File: config.mk
export PLATFORM = sky130hd
export DESIGN_NAME = float_itof
export DESIGN_NICKNAME = d
export VERILOG_FILES = /design/src/rtl/float_pkg.sv /design/src/rtl/float_round_rne.sv /design/src/rtl/float_itof.sv
export SDC_FILE = /design/constraint.sdc
export NUM_CORES = 1
export LEC_CHECK = 0
export CAP_MARGIN = 20
export CORE_ASPECT_RATIO = 0.6
export CORE_UTILIZATION = 50
export CTS_BUF_LIST = sky130_fd_sc_hd__clkbuf_4 sky130_fd_sc_hd__clkbuf_8
export DETAILED_ROUTE_END_ITERATION = 12
export MAX_ROUTING_LAYER = met4
export PLACE_DENSITY = 0.74
export SYNTH_ARGS = -nofsm -noshare
export SYNTH_HDL_FRONTEND = slang
export SYNTH_HIERARCHICAL = 1
export SYNTH_SLANG_ARGS = --single-unit
export TNS_END_PERCENT = 20
File: constraint.sdc
create_clock -name clk -period 7.4 [get_ports clk]
set_clock_uncertainty 0.05 [all_clocks]
set_input_delay 1.48 -clock clk [delete_from_list [all_inputs] [get_ports clk]]
set_output_delay 1.48 -clock clk [all_outputs]
set_load 0.05 [all_outputs]
File: src/rtl/float_pkg.sv
// rtl/float_pkg.sv - shared binary32 constants and the itof state encoding
package float_pkg;

    localparam int FLT_BIAS   = 127;
    localparam int FLT_MANT_W = 23;
    localparam int FLT_EXP_W  = 8;

    // Exponent of a 32-bit magnitude whose MSB sits at bit 31 (127 + 31).
    localparam logic [8:0] FLT_EXP_INT = 9'd158;

    typedef enum logic [1:0] {
        ITOF_IDLE  = 2'd0,
        ITOF_NORM  = 2'd1,
        ITOF_ROUND = 2'd2,
        ITOF_HOLD  = 2'd3
    } itof_state_t;

endpackage

File: src/rtl/float_round_rne.sv
// rtl/float_round_rne.sv - round-to-nearest-even of a normalised 32-bit significand
//
// Ports:
//   mag_i  - normalised magnitude, hidden bit at mag_i[31]
//   exp_i  - biased exponent belonging to mag_i (9 bits, never above 159)
//   res_o  - rounded {exp[7:0], mant[22:0]}
module float_round_rne
    import float_pkg::*;
(
    input  logic [31:0]                  mag_i,
    input  logic [8:0]                   exp_i,
    output logic [FLT_EXP_W+FLT_MANT_W-1:0] res_o
);

    logic        guard;
    logic        sticky;
    logic        inc;
    logic [24:0] sig;
    logic [8:0]  exp_r;

    always_comb begin
        guard  = mag_i[7];
        sticky = |mag_i[6:0];
        inc    = guard & (sticky | mag_i[8]);
        // Hidden bit included, so a mantissa overflow shows up in sig[24].
        sig    = {1'b0, mag_i[31:8]} + {24'd0, inc};
        exp_r  = exp_i + {8'd0, sig[24]};
        // On carry-out the significand is 1.000..., i.e. all-zero fraction.
        res_o  = {exp_r[7:0], sig[24] ? {FLT_MANT_W{1'b0}} : sig[22:0]};
    end

    // The exponent range 127..159 leaves bit 8 permanently clear.
    always_comb begin
        assert (exp_r[8] == 1'b0);
    end

endmodule

File: src/rtl/float_itof.sv
// rtl/float_itof.sv - iterative int32/uint32 to binary32 converter
//
// Ports:
//   clk, rst             - clock, synchronous active-high reset
//   in_valid/in_ready    - input handshake; in_ready only in IDLE outside reset
//   in_data, in_signed   - integer operand and its signedness
//   out_valid/out_ready  - output handshake; result held until accepted
//   out_data             - binary32 result
module float_itof
    import float_pkg::*;
(
    input  logic        clk,
    input  logic        rst,
    input  logic        in_valid,
    output logic        in_ready,
    input  logic [31:0] in_data,
    input  logic        in_signed,
    output logic        out_valid,
    input  logic        out_ready,
    output logic [31:0] out_data
);

    itof_state_t state_q;
    logic [31:0] mag_q;
    logic [8:0]  exp_q;
    logic        sign_q;
    logic        out_valid_q;
    logic [31:0] out_data_q;

    logic        in_neg;
    logic [31:0] in_mag;
    logic [30:0] rounded;

    // Two's-complement negate maps -2^31 onto 0x8000_0000, which is the
    // correct unsigned magnitude, so no special case is needed.
    always_comb begin
        in_neg = in_signed & in_data[31];
        in_mag = in_neg ? (~in_data + 32'd1) : in_data;
    end

    float_round_rne u_round (
        .mag_i (mag_q),
        .exp_i (exp_q),
        .res_o (rounded)
    );

    always_ff @(posedge clk) begin
        if (rst) begin
            state_q     <= ITOF_IDLE;
            mag_q       <= '0;
            exp_q       <= '0;
            sign_q      <= 1'b0;
            out_valid_q <= 1'b0;
            out_data_q  <= '0;
        end else begin
            case (state_q)
                ITOF_IDLE: begin
                    if (in_valid) begin
                        sign_q <= in_neg;
                        mag_q  <= in_mag;
                        exp_q  <= FLT_EXP_INT;
                        if (in_mag == 32'd0) begin
                            out_data_q <= 32'h0000_0000;
                            state_q    <= ITOF_HOLD;
                        end else begin
                            state_q <= ITOF_NORM;
                        end
                    end
                end
                ITOF_NORM: begin
                    if (!mag_q[31]) begin
                        mag_q <= mag_q << 1;
                        exp_q <= exp_q - 9'd1;
                    end else begin
                        state_q <= ITOF_ROUND;
                    end
                end
                ITOF_ROUND: begin
                    out_data_q  <= {sign_q, rounded};
                    out_valid_q <= 1'b1;
                    state_q     <= ITOF_HOLD;
                end
                ITOF_HOLD: begin
                    // The zero shortcut arrives here with out_valid still low;
                    // raising it one edge later keeps its latency at one cycle.
                    if (!out_valid_q) begin
                        out_valid_q <= 1'b1;
                    end else if (out_ready) begin
                        out_valid_q <= 1'b0;
                        state_q     <= ITOF_IDLE;
                    end
                end
                default: state_q <= ITOF_IDLE;
            endcase
        end
    end

    assign in_ready  = (state_q == ITOF_IDLE) && !rst;
    assign out_valid = out_valid_q;
    assign out_data  = out_data_q;

endmodule

==> results.py <==
metrics = {
    "sta": {
        "fmax_mhz": 175,
        "slew_violations": 0,
        "setup_ws_ns": 1.68,
        "worst_pin_slew_ns": 1.04,
        "period_needed_ns": 5.72,
        "rsz0062_at_grt": "false",
        "finalSetupTns_ns": 0,
        "hold_viol": 0,
        "period_share_pct": 77.3,
        "setup_violations": 0,
        "slew_headroom_pct": 30.7,
    },
    "synth": {
        "syn_avg_cell_area_um2": 7.92,
        "synthCells": 671,
        "syn_area_um2": 5320,
        "synth.yosys.warnings": 6,
        "syn_nets": 718,
    },
    "grt": {
        "grt.met1_usage_pct": 39.7,
        "grt_pass1_wl_um": 24200,
        "use_met2_pct": 43.2,
        "grt_max_degree": 78,
        "grt_pass1_vias": 4766,
        "busiest_layer": "met2",
        "antenna_found_initial": 0,
        "grt_use_total_pct": 28.5,
        "grtUsageMet3_pct": 5.31,
        "grt_remaining_overflow": 0,
    },
    "clock_tree": {
        "clockRootBuffer": "clkbuf_8",
        "clk_latency_ns": 0.36,
        "post-cts-setup-buffer-count": 0,
        "cts_hold_buffers": 0,
        "path_clk_slew_ns": 0.07,
        "post_cts_resize_count": 0,
        "cts_buffers": 9,
        "htreeDepth": 3,
        "clock_path_buffers": 2,
        "cts_tree": "yes",
        "cts_sinks": 76,
    },
    "power": {
        "peakVddDrop_uv": 248,
        "power_density_nw_per_um2": 286,
        "p_leak_nw": 1.98,
    },
    "placement": {
        "gp_congestion": 0.939,
        "dp.cells": 834,
        "place_ws_ns": 1.35,
        "io_buffers": 70,
        "dpl.hpwl_um": 10900,
    },
    "route": {
        "drt-vias-per-instance": 6.19,
        "ant_nets": 0,
        "vias": 5259,
        "drc": 0,
        "first_pass_iters": 5,
        "wire_per_inst_um": 17.5,
        "drt_iter0_drc": 460,
        "drt-total-wl_um": 14900,
    },
    "floorplanning": {
        "initial_core_util_pct": 52.7,
        "ios": 71,
        "rows": 28,
        "fp.dieH_um": 81.9,
        "die_w_um": 135,
        "core_um2": 10100,
        "die-area_um2": 11100,
    },
    "setup_path": {
        "timing.rr.end": "exp_q[6]",
        "startpoint_type": "primary input",
        "crit_arrival_ns": 5.88,
        "r2r_cells": 11,
        "critPathRequiredTime_ns": 7.55,
        "setup.worst_path.end_class": "register",
        "startpoint": "in_data[4]",
        "crit_type": "primary input to register",
        "r2r-start": "state_q[1]",
        "regToRegSetupSlack_ns": 3.71,
        "worst-path-max-fanout": 24,
    },
    "layout": {
        "drive_gt1_share_pct": 9.24,
        "diodes": 0,
        "nets": 757,
        "post-route-util_pct": 61.2,
        "area_growth_pct": 16.1,
        "final_cells": 849,
    },
    "outcome": {
        "outcome": "finished clean",
    },
    "worst_hold_path": {
        "hp-class": "register to register",
        "hold_path_depth": 2,
        "min_to": "out_data[14]",
        "hp-start": "out_data[14]",
    },
    "flow_run": {
        "drv_cap": 0,
    },
}
## state kept, by name, summed over array words and instances, names as in the netlist
name,cells
out_data,32
sign_q,1
state_q,2
out_valid,1
exp_q,8
mag_q,32
## worst max path at each step
stage                              end  slack [ns]  depth (start not counted)
final                     out_data[24]        1.68                         10
after CTS                 out_data[24]        1.71                         10
after global placement    out_data[25]        1.41                         10
after floorplan            out_data[0]        2.55                         12
after global routing      out_data[24]        1.50                         10
after detailed placement  out_data[26]        1.35                         10
## critical path: stages
cell	delay, ns
clkdlybuf4s50_1	0.59
or4_4	0.65
or4_4	0.61
or4_1	0.48
a211oi_1	0.26
o221ai_1	0.18
or3_4	0.44
o21ai_4	0.72
buf_4	0.33
o32ai_2	0.10
## cells in the final DEF, fill, tap and decap left out, types with 14 or more instances in the layout
master            n
nand2_1          80
dfxtp_1          76
clkdlybuf4s50_1  69
nor2_1           64
inv_1            45
xnor2_1          37
o32ai_2          30
a21oi_1          25
o21ai_0          25
nand3_1          21
xor2_1           18
a211oi_1         18
nor3_1           17
nor4_1           17
or3_1            16
o31ai_1          14
## metal layers
metal / wire length (µm) / up-vias
met3: 931 / 12
li1: - / 2523
met5: 0 / -
met2: 6450 / 188
met1: 7400 / 2536
met4: 91 / 0
## metrics by stage
step / power (mW) / area [µm²] / hold WS, ns
finish: 1.77 / 6180 / 0.417
global route: 1.89 / 6180 / 0.432
CTS: 1.76 / 6180 / 0.419
detailed placement: 1.47 / 6000 / 0.405
global placement: 1.43 / 6000 / 0.396
floorplan: 1.26 / 5320 / 0.399
## area by class of cell
type | instances | area [µm²]
fillers | 885 | 3910
multi-input cells | 499 | 3380
flip-flops and latches | 76 | 1520
repair buffers | 79 | 763
inverters | 45 | 169
well taps | 135 | 169
clock buffers | 13 | 166
clock inverters | 2 | 10.0
## power breakdown
group          internal [mW]  leakage (nW)  total (mW)  switching (mW)
registers              0.508         0.621       0.651           0.143
clock network          0.145        0.0961       0.292           0.147
logic                  0.293          1.26       0.823           0.530
total                  0.946          1.98        1.77           0.820
Power figures use the tool's default switching activity.
